**src/rtl/ddr3_arb_pkg.sv**
```systemverilog
// Shared types and constants for the DDR3 read-port arbiter.
//   arb_state_t : command state machine encoding
//   arb_tag_t   : {id, burstcount} ownership record of one accepted burst,
//                 sized for the widest configuration (8 masters, 11-bit
//                 Avalon burstcount); instances narrow it as needed.
package ddr3_arb_pkg;

  localparam int DDR3_ADDR_W = 27;
  localparam int DDR3_DATA_W = 256;
  localparam int TAG_ID_W    = 3;
  localparam int TAG_BURST_W = 11;

  typedef enum logic [0:0] {
    ST_IDLE  = 1'b0,
    ST_ISSUE = 1'b1
  } arb_state_t;

  typedef struct packed {
    logic [TAG_ID_W-1:0]    id;
    logic [TAG_BURST_W-1:0] burstcount;
  } arb_tag_t;

endpackage

```
**src/rtl/ddr3_arb_tag_fifo.sv**
```systemverilog
// Show-ahead single-clock FIFO holding the owner tag of every burst that
// the DDR3 controller has accepted but not yet fully returned.
// Ports:
//   ddr3clk : clock
//   clr     : synchronous clear, empties the FIFO
//   push    : write wdata at the tail
//   wdata   : tag to write
//   pop     : discard the head entry
//   rdata   : head entry, valid whenever empty is low (no read latency)
//   empty   : no entries held
//   used    : number of entries held (0..depth)
// depth must be a power of two; pointers wrap naturally.
module ddr3_arb_tag_fifo
  import ddr3_arb_pkg::*;
#(
  parameter int depth = 8,
  parameter int width = 6
) (
  input  logic                   ddr3clk,
  input  logic                   clr,
  input  logic                   push,
  input  logic [width-1:0]       wdata,
  input  logic                   pop,
  output logic [width-1:0]       rdata,
  output logic                   empty,
  output logic [$clog2(depth):0] used
);

  localparam int PTR_W = $clog2(depth);

  logic [width-1:0] mem [depth];
  logic [PTR_W-1:0] wr_ptr;
  logic [PTR_W-1:0] rd_ptr;

  // Storage carries no reset; only the pointers and count define validity.
  always_ff @(posedge ddr3clk) begin
    if (push) begin
      mem[wr_ptr] <= wdata;
    end
  end

  always_ff @(posedge ddr3clk) begin
    if (clr) begin
      wr_ptr <= '0;
      rd_ptr <= '0;
      used   <= '0;
    end else begin
      if (push) begin
        wr_ptr <= wr_ptr + 1'b1;
      end
      if (pop) begin
        rd_ptr <= rd_ptr + 1'b1;
      end
      case ({push, pop})
        2'b10:   used <= used + 1'b1;
        2'b01:   used <= used - 1'b1;
        default: used <= used;
      endcase
    end
  end

  assign rdata = mem[rd_ptr];
  assign empty = (used == '0);

endmodule

```
**src/rtl/ddr3_read_arbiter.sv**
```systemverilog
// Shares one 256-bit Avalon-MM DDR3 read port between num_masters
// burst-read masters. Commands are granted one at a time with rotating
// priority; the owner of every accepted burst is queued so that returning
// beats are steered back to their master in issue order.
// Ports:
//   ddr3clk, ddr3clk_reset  : clock, synchronous active-high reset
//   m_address/m_read/m_burstcount : per-master command inputs (packed)
//   m_waitrequest           : per-master stall, low only on acceptance
//   m_readdatavalid         : per-master return strobe (combinational)
//   m_readdata              : return data broadcast to every master
//   ddr3_address/ddr3_read/ddr3_burstcount/ddr3_waitrequest : command port
//   ddr3_readdatavalid/ddr3_readdata : controller return path
//   outstanding             : accepted bursts not yet fully returned
//   err_sticky              : zero-length request or orphan beat seen
// burst_width must not exceed the package TAG_BURST_W.
module ddr3_read_arbiter
  import ddr3_arb_pkg::*;
#(
  parameter int num_masters     = 2,
  parameter int max_outstanding = 8,
  parameter int burst_width     = 5
) (
  input  logic                                 ddr3clk,
  input  logic                                 ddr3clk_reset,
  input  logic [num_masters*DDR3_ADDR_W-1:0]   m_address,
  input  logic [num_masters-1:0]               m_read,
  input  logic [num_masters*burst_width-1:0]   m_burstcount,
  output logic [num_masters-1:0]               m_waitrequest,
  output logic [num_masters-1:0]               m_readdatavalid,
  output logic [DDR3_DATA_W-1:0]               m_readdata,
  output logic [DDR3_ADDR_W-1:0]               ddr3_address,
  output logic                                 ddr3_read,
  output logic [burst_width-1:0]               ddr3_burstcount,
  input  logic                                 ddr3_waitrequest,
  input  logic                                 ddr3_readdatavalid,
  input  logic [DDR3_DATA_W-1:0]               ddr3_readdata,
  output logic [$clog2(max_outstanding):0]     outstanding,
  output logic                                 err_sticky
);

  localparam int ID_W  = $clog2(num_masters);
  localparam int CNT_W = $clog2(max_outstanding) + 1;
  localparam int TAG_W = ID_W + burst_width;

  arb_state_t             state;
  arb_state_t             state_nxt;
  logic [ID_W-1:0]        grant;
  logic [ID_W-1:0]        grant_nxt;
  logic [ID_W-1:0]        last_grant;

  logic [num_masters-1:0] req_ok;
  logic                   zero_req;
  logic                   sel_found;
  logic [ID_W-1:0]        sel_idx;
  logic                   full;
  logic                   push;

  logic [TAG_W-1:0]       fifo_wdata;
  logic [TAG_W-1:0]       fifo_rdata;
  logic                   fifo_empty;
  arb_tag_t               head_tag;
  logic [TAG_BURST_W-1:0] beat_rem;
  logic [TAG_BURST_W-1:0] cur_rem;
  logic                   beat_ok;
  logic                   last_beat;

  assign full = (outstanding == CNT_W'(max_outstanding));

  // Eligible requesters and rotating search starting after last_grant.
  // A request with burstcount 0 is never eligible; it only flags an error.
  always_comb begin
    req_ok    = '0;
    zero_req  = 1'b0;
    sel_found = 1'b0;
    sel_idx   = '0;
    for (int i = 0; i < num_masters; i++) begin
      if (m_read[i]) begin
        if (m_burstcount[i*burst_width +: burst_width] != '0) begin
          req_ok[i] = 1'b1;
        end else begin
          zero_req = 1'b1;
        end
      end
    end
    for (int k = 1; k <= num_masters; k++) begin
      for (int i = 0; i < num_masters; i++) begin
        if (!sel_found && req_ok[i] &&
            (i == (int'(last_grant) + k) % num_masters)) begin
          sel_found = 1'b1;
          sel_idx   = ID_W'(i);
        end
      end
    end
  end

  // Command port is a plain mux of the granted master.
  always_comb begin
    ddr3_address    = '0;
    ddr3_burstcount = '0;
    for (int i = 0; i < num_masters; i++) begin
      if (grant == ID_W'(i)) begin
        ddr3_address    = m_address[i*DDR3_ADDR_W +: DDR3_ADDR_W];
        ddr3_burstcount = m_burstcount[i*burst_width +: burst_width];
      end
    end
  end

  always_comb begin
    state_nxt = state;
    grant_nxt = grant;
    push      = 1'b0;
    ddr3_read = 1'b0;
    case (state)
      ST_IDLE: begin
        if (!full && sel_found) begin
          grant_nxt = sel_idx;
          state_nxt = ST_ISSUE;
        end
      end
      ST_ISSUE: begin
        ddr3_read = 1'b1;
        if (!ddr3_waitrequest) begin
          push      = 1'b1;
          state_nxt = ST_IDLE;
        end
      end
      default: state_nxt = ST_IDLE;
    endcase
  end

  always_ff @(posedge ddr3clk) begin
    if (ddr3clk_reset) begin
      state      <= ST_IDLE;
      grant      <= '0;
      last_grant <= ID_W'(num_masters - 1);
    end else begin
      state <= state_nxt;
      grant <= grant_nxt;
      if (push) begin
        last_grant <= grant;
      end
    end
  end

  // The granted master sees its acceptance in the same cycle as the
  // controller, so it can move on to its next command immediately.
  always_comb begin
    for (int i = 0; i < num_masters; i++) begin
      m_waitrequest[i] = !((state == ST_ISSUE) && (grant == ID_W'(i)) &&
                           !ddr3_waitrequest);
    end
  end

  assign fifo_wdata = {grant, ddr3_burstcount};

  ddr3_arb_tag_fifo #(
    .depth (max_outstanding),
    .width (TAG_W)
  ) u_tag_fifo (
    .ddr3clk (ddr3clk),
    .clr     (ddr3clk_reset),
    .push    (push),
    .wdata   (fifo_wdata),
    .pop     (last_beat),
    .rdata   (fifo_rdata),
    .empty   (fifo_empty),
    .used    (outstanding)
  );

  // beat_rem == 0 means "not yet loaded": the head's burstcount is used
  // directly, which lets a new head take over on the very next beat after
  // a pop without a dead cycle.
  always_comb begin
    head_tag            = '0;
    head_tag.id         = TAG_ID_W'(fifo_rdata[TAG_W-1 -: ID_W]);
    head_tag.burstcount = TAG_BURST_W'(fifo_rdata[burst_width-1:0]);
    cur_rem   = (beat_rem == '0) ? head_tag.burstcount : beat_rem;
    beat_ok   = ddr3_readdatavalid && !fifo_empty;
    last_beat = beat_ok && (cur_rem == TAG_BURST_W'(1));
  end

  always_comb begin
    for (int i = 0; i < num_masters; i++) begin
      m_readdatavalid[i] = beat_ok && (head_tag.id == TAG_ID_W'(i));
    end
  end

  assign m_readdata = ddr3_readdata;

  always_ff @(posedge ddr3clk) begin
    if (ddr3clk_reset) begin
      beat_rem   <= '0;
      err_sticky <= 1'b0;
    end else begin
      if (beat_ok) begin
        beat_rem <= last_beat ? '0 : (cur_rem - 1'b1);
      end
      if ((ddr3_readdatavalid && fifo_empty) || zero_req) begin
        err_sticky <= 1'b1;
      end
    end
  end

endmodule

```
**config.mk**
```make
export PLATFORM = sky130hd
export DESIGN_NAME = ddr3_read_arbiter
export DESIGN_NICKNAME = d
export VERILOG_FILES = /design/src/rtl/ddr3_arb_pkg.sv /design/src/rtl/ddr3_arb_tag_fifo.sv /design/src/rtl/ddr3_read_arbiter.sv
export SDC_FILE = /design/constraint.sdc
export NUM_CORES = 1
export LEC_CHECK = 0
export BUFFER_PORTS_ARGS = -buffer_cell sky130_fd_sc_hd__buf_4
export CORE_AREA = 2 2 240 242
export DETAILED_ROUTE_END_ITERATION = 12
export DIE_AREA = 0 0 242 244
export MAX_ROUTING_LAYER = met4
export PLACE_DENSITY = 0.39
export SLEW_MARGIN = 20
export SYNTH_ARGS = -nofsm -noshare
export SYNTH_HDL_FRONTEND = slang
export SYNTH_SLANG_ARGS = --single-unit
```
**constraint.sdc**
```tcl
create_clock -name ddr3clk -period 4.04 [get_ports ddr3clk]
set_clock_uncertainty 0.1 [all_clocks]
set_input_delay 0.202 -clock ddr3clk [delete_from_list [all_inputs] [get_ports ddr3clk]]
set_output_delay 0.202 -clock ddr3clk [all_outputs]
set_load 0.01 [all_outputs]
```
==> metrics.md, run 1 <==
| Metric | Value |
|---|---|
| Register area share after synthesis | `about 35%` |
| CP Max Fanout | `5` |
| Vias in the first global route | `3454` |
| Final setup fails | `0` |
| Htree depth | `3` |
| Critical path's slowest cell | `dfxtp_1` |
| Status | `complete, no violations` |
| Initial DRC Count | `~170` |
| LEAKAGE | `around 1.9 nW` |
| Detailed-route wire length per cell | `around 24 um` |
| Crit path largest cell delay | `0.51 ns` |
| Initial antenna violation count | `0` |
| DRT Pass-1 Iters | `4` |
| Cell Rows | `between 80 and 90` |
| Vias | `3236` |
| Total power | `0.00193 W` |
| Final period util | `between 90% and 100%` |
| Worst Path Buf+Inv | `3` |
| Total clock sinks | `76` |
| Tmin final | `~3.7 ns` |
| Net Count, Synth | `between 800 and 900` |
| Worst min path class | `in -> reg` |
| Ranking of synthesized cells by area | `buf_4 34%, edfxtp_1 25%, dfxtp_1 9.9%` |
| Tot GR Track Use | `around 9%` |
| Fraction of layout cells with a size suffix above 1 | `between 40% and 50%` |
| Yosys warns | `0` |
| Post-synth cell types | `47` |
| GPL Wtd Cong | `approximately 0.75` |
| Number of synthesized flops with an enable pin | `between 40 and 50` |
| Critical path type | `reg -> reg` |
| Critical path launch point type | `flip-flop` |
| Post-synthesis register bit count | `76` |
| Clock root cell | `clkbuf_16` |
| DRC violations left | `0` |
| CTS tree | `yes` |
| Peak supply drop | `approximately 0.00019 V` |
| Starting Density | `about a tenth` |
| Asr flop ratio synth | `0%` |
| Die area | `approximately 59000 sq um` |
| Setup TNS | `0 ns` |
| Most used cell, CP | `ha_1` |
| Remaining Overflow, GRT | `0` |
| Fin Hold WS | `0.0343 ns` |
| First-pass GRT wire length | `between 30000 and 40000 um` |
| Cell family with most CP delay | `multiplexers` |
| CP endpoint kind | `flip-flop` |
| Reg clk slew, reported paths | `0.06 ns` |
| Io pins | `around 620` |
| Final Hold Vio Count | `0` |
| Fin. max-slew vios | `0` |
| Drt total wl | `27500 um` |
| Max-slew headroom | `40.0%` |
| Antenna-violating nets left | `0` |
| Pin count of the biggest net entering global routing | `between 40 and 50` |
| CTS Buf Count | `9` |
| Placed inst area | `between 5000 and 6000 sq um` |
| Area growth syn-to-layout | `2.70%` |
| RSZ-0062 raised after global routing | `false` |
| Yosys top cell by area | `buf_4` |
| Number of gates resized after cts | `0` |
| Syn Area/Cell | `~10 sq um` |
| Post-CTS Hold Buffers | `0` |
| Ys flop type | `edfxtp_1` |
| Core area | `approximately 56000 sq um` |
| I/O Buffers | `roughly 110` |
| N_diodes | `0` |
| Die height | `between 200 and 250 um` |
| Max cap viols | `0` |
| Power density cells | `332 nW/um^2` |
| FMAX | `approximately 0.27 GHz` |
| Post-Syn Area | `5650 sq um` |
| Worst slew pin tran | `between 0.8 and 0.9 ns` |
| Post-DP HPWL | `24000 um` |
| Postcts setup bufs | `1` |
| Arr. time, crit path | `3.91 ns` |
| Vias per inst | `2.78` |
| Clock tree buffer depth | `2` |
| Post-route cell area | `approximately 5800 sq um` |
| DIE WIDTH | `242 um` |
| Crit path cell chain | `buf_4, buf_4, mux4_2, mux2_2, a21oi_4, inv_1, ha_1, nand2_1, nor4b_4, ha_1, xor2_1, ha_1, a21oi_1, xor2_1, or3_1, a21oi_1` |
| Synthesized instance count | `540` |
| Required @ worst endpoint | `~4.2 ns` |
| Clock latency on the worst-skew pair | `roughly 0.33 ns` |
| Synth top area share | `about a third` |
| Nets | `~740` |
-- per-stage QoR --
stage | util [%] | instances | worst slack (ns)
6_report | 10.3 | 1165 | 0.299
2_1_floorplan | - | 540 | 0.442
3_5_place_dp | 9.83 | 1148 | -0.0291
3_3_place_gp | 9.83 | 1148 | -0.0315
5_1_grt | 10.3 | 1165 | 0.0509
4_1_cts | 10.3 | 1165 | 0.258
-- synth_stat cells (2+ instances only) --
master and instances:
nor4_1 3, nor3_1 6, mux4_1 7, mux2_2 35
dfxtp_1 28, edfxtp_1 48, or3_1 4, buf_4 257
nor2b_1 4, or4_1 2, inv_1 3, nor2_1 27
nand3b_1 4, a21oi_2 3, a21oi_1 16, a32oi_1 2
o41ai_1 3, xnor2_1 5, ha_1 7, nand2b_1 5
nand2_1 18, clkbuf_1 9, o21ai_0 6, mux2i_1 5
mux4_2 5, nand3_1 2, xor2_1 5, o31ai_1 2
-- state kept, by name (all words and copies together) (netlist names), named ones only --
name	count
u_tag_fifo.rd_ptr	3
err_sticky	1
last_grant	1
state	1
beat_rem	11
u_tag_fifo.used	4
u_tag_fifo.mem	48
u_tag_fifo.wr_ptr	3
grant	1
-- where the power goes --
part / internal (W) / switching [W] / leakage (nW) / total (W)
clock network: 0.000419 / 0.000328 / 0.132 / 0.000747
registers: 0.000843 / 0.0000215 / 0.662 / 0.000865
logic: 0.000168 / 0.000147 / 1.12 / 0.000315
-- worst paths after layout --
kind                          from                  to  slack, ns  depth (start not counted)
hold reg to reg         last_grant          last_grant       0.38                          2
setup reg to reg         flip-flop  u_tag_fifo.used[2]       0.30                         16
setup / recovery         flip-flop  u_tag_fifo.used[2]       0.30                         16
hold / removal    ddr3_waitrequest               state       0.03                          3
-- placed cells by master (no fill, tap or decap), types with 2 or more instances in the layout --
| cell | instances |
|---|---|
| edfxtp_1 | 48 |
| a32oi_1 | 2 |
| xor2_1 | 5 |
| nor4_1 | 3 |
| mux4_1 | 7 |
| nor2b_1 | 4 |
| dfxtp_1 | 27 |
| nor2_1 | 27 |
| nand3_1 | 2 |
| mux2i_1 | 5 |
| o21ai_0 | 6 |
| nor3_1 | 6 |
| inv_1 | 3 |
| mux4_2 | 5 |
| clkinvlp_4 | 2 |
| nand2b_1 | 5 |
| mux2_2 | 35 |
| a21oi_2 | 3 |
| or3_1 | 4 |
| clkinv_2 | 2 |
| a21oi_1 | 16 |
| o41ai_1 | 3 |
| buf_4 | 121 |
| ha_1 | 7 |
| o31ai_1 | 2 |
| nand3b_1 | 4 |
| or4_1 | 2 |
| xnor2_1 | 5 |
| clkbuf_16 | 9 |
| inv_6 | 2 |
| nand2_1 | 18 |
-- cells by family after synthesis --
logic type | share of synthesized area (%)
buffers and inverters | 35.2
AND/OR/NAND/NOR | 7.99
flip-flops | 35.4
multiplexers | 13.1
AO/OA/AOI/OAI | 5.18
XOR/XNOR | 1.55
adder cells (fa/ha/maj) | 1.55
-- layout make-up --
class                   instances  area [sq um]
fillers                      6531         50400
flip-flops and latches         76          2000
multi-input cells             193          1660
well taps                     756           946
repair buffers                121           908
clock buffers                   9           225
clock inverters                 7          51.3
inverters                       3          11.3
-- worst reg2reg max path, cell delays in order, from the launching register on --
cell,delay (ns)
dfxtp_1,0.51
buf_4,0.22
buf_4,0.15
mux4_2,0.49
mux2_2,0.31
a21oi_4,0.22
inv_1,0.08
ha_1,0.18
nand2_1,0.09
nor4b_4,0.07
ha_1,0.25
xor2_1,0.16
ha_1,0.19
a21oi_1,0.14
xor2_1,0.09
or3_1,0.30
a21oi_1,0.13
-- layer usage --
layer | vias to the layer above | share of wire, % | wire length (um) | track usage [%]
li1 | 1327 | - | - | -
met1 | 1388 | 21 | 5790 | 5.37
met2 | 429 | 49 | 13500 | 15.2
met3 | 92 | 26 | 7140 | 10.6
met4 | 0 | 3.6 | 989 | 3.45
met5 | - | 0 | 0 | -
No activity file was read; power rests on OpenSTA's default activity.
==> inputs of run 2 (changes only) <==
GPL_TIMING_DRIVEN = 0   (was not set)
==> run 2 against run 1 <==
Net effect:
- wire length grew 11%
- sequential share of layout area shrank 14 points
- global-route usage grew 0.77 points
- sequential cell count is the same
- largest cell class is now buffers
- cell count grew 45%
- setup slack is essentially flat
- sequential power shrank 1%
- utilization grew 7.0 points
- critical endpoint is now u_tag_fifo.used[3]
- critical path depth shrank 1
- clock-buffer cell count grew 1
- combinational power grew to 2.7 times the previous value
==> metrics.md, run 2 (synthesis gave the netlist of run 1 again) <==
| Metric | Value |
|---|---|
| Initial DRC Count | `252 (+47%)` |
| FMAX | `0.267 GHz (about the same)` |
| Vias per inst | `3.00 (+8.0%)` |
| CP endpoint kind | `flip-flop` |
| Arr. time, crit path | `3.84 ns (-0.07 ns)` |
| Cell Rows | `87 (unchanged)` |
| Tot GR Track Use | `9.83% (+0.77 points)` |
| Starting Density | `10.1% (unchanged)` |
| Max cap viols | `0 (unchanged)` |
| LEAKAGE | `4.40 nW (+130%)` |
| Vias in the first global route | `5132 (+49%)` |
| Clock root cell | `clkbuf_16` |
| Htree depth | `3 (unchanged)` |
| Area growth syn-to-layout | `72.0%` |
| Post-route insts no fill | `1690 (+45%)` |
| Largest regs | `u_tag_fifo.mem x48, beat_rem x11, u_tag_fifo.used x4` |
| Critical path launch point type | `flip-flop` |
| Setup TNS | `0 ns (unchanged)` |
| Largest Register | `u_tag_fifo.mem` |
| Core area | `56200 sq um (unchanged)` |
| # fillers | `6330 (-3.1%)` |
| Die height | `244 um (unchanged)` |
| Final period util | `92.6% (about the same)` |
| I/O Buffers | `367 (+230%)` |
| Detailed-route wire length per cell | `18.0 um (-23%)` |
| Pin count of the biggest net entering global routing | `14 (-68%)` |
| First-pass GRT wire length | `40200 um (+18%)` |
| Most frequent cells in the layout | `630 x buf_4, 48 x edfxtp_1, 35 x mux2_2` |
| Tmin final | `3.74 ns (-0.0000820 ns)` |
| Vias | `5070 (+57%)` |
| CTS Buf Count | `9 (unchanged)` |
| Final Hold Vio Count | `0 (unchanged)` |
| Post-Place Cells | `1663 (+45%)` |
| Worst slew pin tran | `0.918 ns (+0.0181 ns)` |
| Worst setup margin | `0.299 ns (+0.0000820 ns)` |
| Antenna-violating nets left | `0 (unchanged)` |
| Initial antenna violation count | `5 (+5)` |
| Reg clk slew, reported paths | `0.06 ns (about the same)` |
| Die area | `59000 sq um (unchanged)` |
| Io pins | `624 (unchanged)` |
| Critical path type | `reg -> reg` |
| Required @ worst endpoint | `4.14 ns (-0.07 ns)` |
| Worst R2R Setup Slack | `0.30 ns (about the same)` |
| Worst min path class | `in -> reg` |
| Final setup fails | `0 (unchanged)` |
| Fraction of layout cells with a size suffix above 1 | `75.9% (+29 points)` |
| CTS tree | `yes` |
| Most common cell after layout, fill and taps aside | `buf_4` |
| Post-DP HPWL | `26900 um (+12%)` |
| Remaining Overflow, GRT | `0 (unchanged)` |
| Clock latency on the worst-skew pair | `0.33 ns (about the same)` |
| Clock tree buffer depth | `2 (unchanged)` |
| Fin. max-slew vios | `0 (unchanged)` |
| Nets | `1258 (+71%)` |
| GPL Wtd Cong | `0.876 (+16%)` |
| Status | `complete, no violations` |
| Total clock sinks | `76 (unchanged)` |
| Core Util, Final | `17.3% (+7.0 points)` |
| Peak supply drop | `0.000142 V (-24%)` |
| DRT Pass-1 Iters | `4 (unchanged)` |
| Post-Place Setup Slack | `0.0143 ns (+0.0434 ns)` |
| DIE WIDTH | `242 um (unchanged)` |
| Power density cells | `250 nW/um^2 (-25%)` |
| Largest register FFs | `48 (unchanged)` |
| CP Max Fanout | `10 (+5)` |
| DRC violations left | `0 (unchanged)` |
| Max-slew headroom | `38.2% (-1.9 points)` |
| Drt total wl | `30500 um (+11%)` |
[run 2: changes by cell type in the layout (fill, tap and decap cells not counted), sizes merged]
cell,before,now
buf,121,633
clkbuf,9,19
diode,0,4
inv,5,4
[run 2: worst max-delay path: stages, from the launching register on]
cell	delay, ns
dfxtp_2	0.37
buf_8	0.18
mux4_2	0.50
mux2_2	0.32
a21oi_4	0.16
ha_1	0.16
nand2_1	0.07
nor4b_4	0.34
buf_6	0.18
ha_2	0.22
or3b_2	0.44
o21ai_0	0.09
nand3b_1	0.13
a21oi_2	0.16
xnor2_1	0.13
nor2_1	0.05
[run 2: path summary, 6_finish.rpt]
path	endpoint	cells past startpoint	start
worst max register to register	u_tag_fifo.used[3]	15	flip-flop
worst min-delay path	beat_rem[3]	2	ddr3clk_reset
worst min register to register	last_grant	2	last_grant
worst max-delay path	u_tag_fifo.used[3]	15	flip-flop
[run 2: layer usage]
layer	vias to the layer above	share of wire, %	global-route usage (%)	wire length, um
met4	0	0.19	0.980	59
met5	-	0	-	0
met3	6	7.5	2.73	2270
met1	2387	39	11.2	11800
met2	309	53	17.7	16300
li1	2368	-	-	-
[run 2: what timing repair did]
action | CTS | global route
setup buffers | 0 | 7
hold endpoints to repair | 0 | 0
pin swaps | 0 | 2
hold buffers | 0 | 0
gates resized for setup | 1 | 6
endpoints found under the setup margin | 1 | 2
[run 2: power by group]
| part | leakage [nW] | switching (W) | internal (W) |
|---|---|---|---|
| Combinational | 3.61 | 0.000365 | 0.000484 |
| Sequential | 0.662 | 0.0000125 | 0.000843 |
| Clock | 0.129 | 0.000310 | 0.000414 |
[run 2: area by class of cell]
type,instances,area [sq um],area share [%]
buffer,268,1990,20.4
tap,756,946,9.73
antenna,4,10.0,0.103
sequential,76,2000,20.6
multi-input combinational,193,1690,17.4
clock buffer,10,229,2.36
clock inverter,6,38.8,0.399
timing repair buffer,374,2810,28.9
inverter,3,11.3,0.116
[run 2: through the flow]
stage          hold slack (ns)  power (W)  instance area (sq um)
5_1_grt                 0.0500    0.00254                   9720
3_3_place_gp             0.362    0.00173                   9350
4_1_cts                 0.0177    0.00246                   9640
6_report                0.0306    0.00243                   9720
2_1_floorplan            0.203    0.00130                   5650
3_5_place_dp             0.362    0.00172                   9360
==> inputs of run 3 (changes only) <==
RECOVER_POWER = 25   (was not set)
SLEW_MARGIN = 0   (was 20)
==> run 3 against run 2 <==
Net effect:
- worst hold slack got worse by 0.0070 ns
- largest power group unchanged
- sequential share of layout area increased by 0.96 points
- setup slack worse by 0.033 ns
- clock power about the same
- power is 2.3% lower
- via count shrank 0.99%
- first-iteration DRC count is 27% lower
- design area is 4.5% lower
==> metrics.md, run 3 (synthesis gave the netlist of run 1 again) <==
| Metric | Value |
|---|---|
| Initial DRC Count | `184 (-27%)` |
| Max-slew headroom | `25.4% (-13 points)` |
| Status | `complete, no violations` |
| Reg area | `2000 sq um (unchanged)` |
| Die area | `59000 sq um (unchanged)` |
| Area growth syn-to-layout | `64.3%` |
| Worst slew pin tran | `1.11 ns (+0.192 ns)` |
| Clock latency on the worst-skew pair | `0.33 ns (about the same)` |
| Power density cells | `255 nW/um^2 (+2.2%)` |
| Critical path launch point type | `flip-flop` |
| # fillers | `6458 (+2.0%)` |
| Setup TNS | `0 ns (unchanged)` |
| CTS tree | `yes` |
| GPL Wtd Cong | `0.876 (unchanged)` |
| Post-route insts no fill | `1685 (-0.30%)` |
| Peak supply drop | `0.000143 V (+0.71%)` |
| DRC violations left | `0 (unchanged)` |
| Fraction of layout cells with a size suffix above 1 | `64.1% (-12 points)` |
| Critical path type | `reg -> reg` |
| Hold path start | `ddr3clk_reset` |
| Largest Register | `u_tag_fifo.mem` |
| Placed inst area | `9350 sq um (-0.11%)` |
| Pin count of the biggest net entering global routing | `14 (unchanged)` |
| Drt total wl | `30400 um (-0.15%)` |
| Final period util | `93.4% (+0.82 points)` |
| Clock tree buffer depth | `2 (unchanged)` |
| DIE WIDTH | `242 um (unchanged)` |
| Clock root cell | `clkbuf_16` |
| Detailed-route wire length per cell | `18.1 um (+0.15%)` |
| Post-Place Setup Slack | `0.0253 ns (+0.0110 ns)` |
| Total power | `0.00237 W (-2.3%)` |
| Nets | `1255 (-0.24%)` |
| Final setup fails | `0 (unchanged)` |
| Critical path's slowest cell | `mux4_2` |
| I/O Buffers | `367 (unchanged)` |
| Arr. time, crit path | `3.87 ns (+0.03 ns)` |
| Pint | `0.00169 W (-3.1%)` |
| Tmin final | `3.77 ns (+0.0330 ns)` |
| Flop pwr share | `36.1% (+0.9 points)` |
| First-pass GRT wire length | `40300 um (+0.36%)` |
| Register-to-Register Path Depth | `15 (unchanged)` |
| Hold path depth | `2 (unchanged)` |
| Vias in the first global route | `5123 (-0.18%)` |
| Antenna-violating nets left | `0 (unchanged)` |
| Fin. max-slew vios | `0 (unchanged)` |
| RSZ-0062 raised after global routing | `false` |
| Total clock sinks | `76 (unchanged)` |
| Worst min path class | `in -> reg` |
| CP Max Fanout | `10 (unchanged)` |
| Remaining Overflow, GRT | `0 (unchanged)` |
| Htree depth | `3 (unchanged)` |
| Logic pwr share | `33.5% (-1.4 points)` |
| Area of the multi-input gates | `1670 sq um (-0.82%)` |
| CP endpoint kind | `flip-flop` |
| Most common cell after layout, fill and taps aside | `buf_4` |
| Crit path cell chain | `buf_8, mux4_2, mux2_2, a21oi_4, ha_1, nand2_1, nor4b_4, buf_6, ha_2, or3b_2, o21ai_0, nand3b_1, a21oi_2, xnor2_1, nor2_1` |
| Clock power frac | `30.4% (+0.6 points)` |
| Io pins | `624 (unchanged)` |
| Initial antenna violation count | `4 (-1)` |
| Die height | `244 um (unchanged)` |
| Largest regs | `u_tag_fifo.mem x48, beat_rem x11, u_tag_fifo.used x4` |
| Worst r2r dst | `u_tag_fifo.used[3]` |
| Switching share of power | `28.9% (+0.61 points)` |
| DRT Pass-1 Iters | `4 (unchanged)` |
| Vias per inst | `2.98 (-0.69%)` |
| FMAX | `0.265 GHz (-0.88%)` |
| Reg clk slew, reported paths | `0.06 ns (about the same)` |
| LEAKAGE | `3.98 nW (-9.5%)` |
| Sw Pwr | `0.000686 W (-0.20%)` |
| Tot GR Track Use | `9.84% (about the same)` |
| Required @ worst endpoint | `4.14 ns (about the same)` |
| Max cap viols | `0 (unchanged)` |
| Hold EP | `beat_rem[3]` |
| Most frequent cells in the layout | `522 x buf_4, 114 x clkbuf_1, 48 x edfxtp_1` |
| Post-DP HPWL | `26900 um (-0.11%)` |
| Starting Density | `10.1% (unchanged)` |
| Post-route cell area | `9290 sq um (-4.5%)` |
| Worst R2R Setup Slack | `0.27 ns (-0.03 ns)` |
| Worst setup margin | `0.266 ns (-0.0330 ns)` |
| Final Hold Vio Count | `0 (unchanged)` |
| Vias | `5020 (-0.99%)` |
| Largest register FFs | `48 (unchanged)` |
| Crit path largest cell delay | `0.50 ns (about the same)` |
| Cell Rows | `87 (unchanged)` |
| Post-Place Cells | `1663 (unchanged)` |
| CTS Buf Count | `9 (unchanged)` |
| Core area | `56200 sq um (unchanged)` |
## run 3: cell count changes in the layout (fill, tap and decap cells not counted), moves of 2 or more
cell	delta
nor3_2	-2
clkbuf_1	+104
clkinvlp_4	+2
buf_4	-108
clkinv_2	-3
nor3_1	+2
## run 3: per-stage QoR
step	hold slack [ns]	util, %
after global placement	0.362	16.7
after CTS	0.00965	17.1
after floorplan	0.203	-
after detailed placement	0.364	16.7
final	0.0236	16.5
after global routing	0.0322	16.5
## run 3: power groups by stage
stage               clock network (W)  registers (W)  logic, W
global placement                    0       0.000872  0.000854
global route                 0.000784       0.000858  0.000854
floorplan                           0       0.000870  0.000433
detailed placement                  0       0.000872  0.000850
CTS                          0.000743       0.000856  0.000855
finish                       0.000721       0.000856  0.000796
## run 3: what timing repair did
item | CTS | global route
setup buffers | 0 | 4
resized for setup | 0 | 6
endpoints found under the setup margin | 0 | 2
hold buffers | 0 | 0
## run 3: final cells by class
class                      instances  share of cell area [%]
clock inverter                     6                   0.458
buffer                           268                    21.4
antenna                            3                  0.0808
sequential                        76                    21.6
clock buffer                       9                    2.42
multi-input combinational        193                    18.0
inverter                           3                   0.121
timing repair buffer             371                    25.7
tap                              756                    10.2
## run 3: worst max path at each step
stage	from	slack [ns]	endpoint	cells after the start
finish	flip-flop	0.27	u_tag_fifo.used[3]	15
global route	flip-flop	0.0003	u_tag_fifo.used[3]	15
CTS	flip-flop	0.0006	u_tag_fifo.used[3]	15
detailed placement	flip-flop	0.03	u_tag_fifo.used[3]	15
global placement	flip-flop	-0.04	u_tag_fifo.used[3]	15
floorplan	flip-flop	0.44	u_tag_fifo.used[3]	15
## run 3: layer usage
layer  part of all wire (%)  global-route usage [%]  wire length (um)
met1                     39                    11.2             12000
met2                     53                    17.6             16100
met3                    7.2                    2.81              2190
met4                   0.50                    1.05               153
met5                      0                       -                 0
## run 3: critical path, delay by kind of cell (launching register included)
| kind | cells | cell delay (ns) |
|---|---|---|
| adder cells (fa/ha/maj) | 2 | 0.39 |
| flip-flops | 1 | 0.37 |
| XOR/XNOR | 1 | 0.13 |
| multiplexers | 2 | 0.82 |
| AND/OR/NAND/NOR | 5 | 1.03 |
| AO/OA/AOI/OAI | 3 | 0.44 |
| buffers and inverters | 2 | 0.36 |
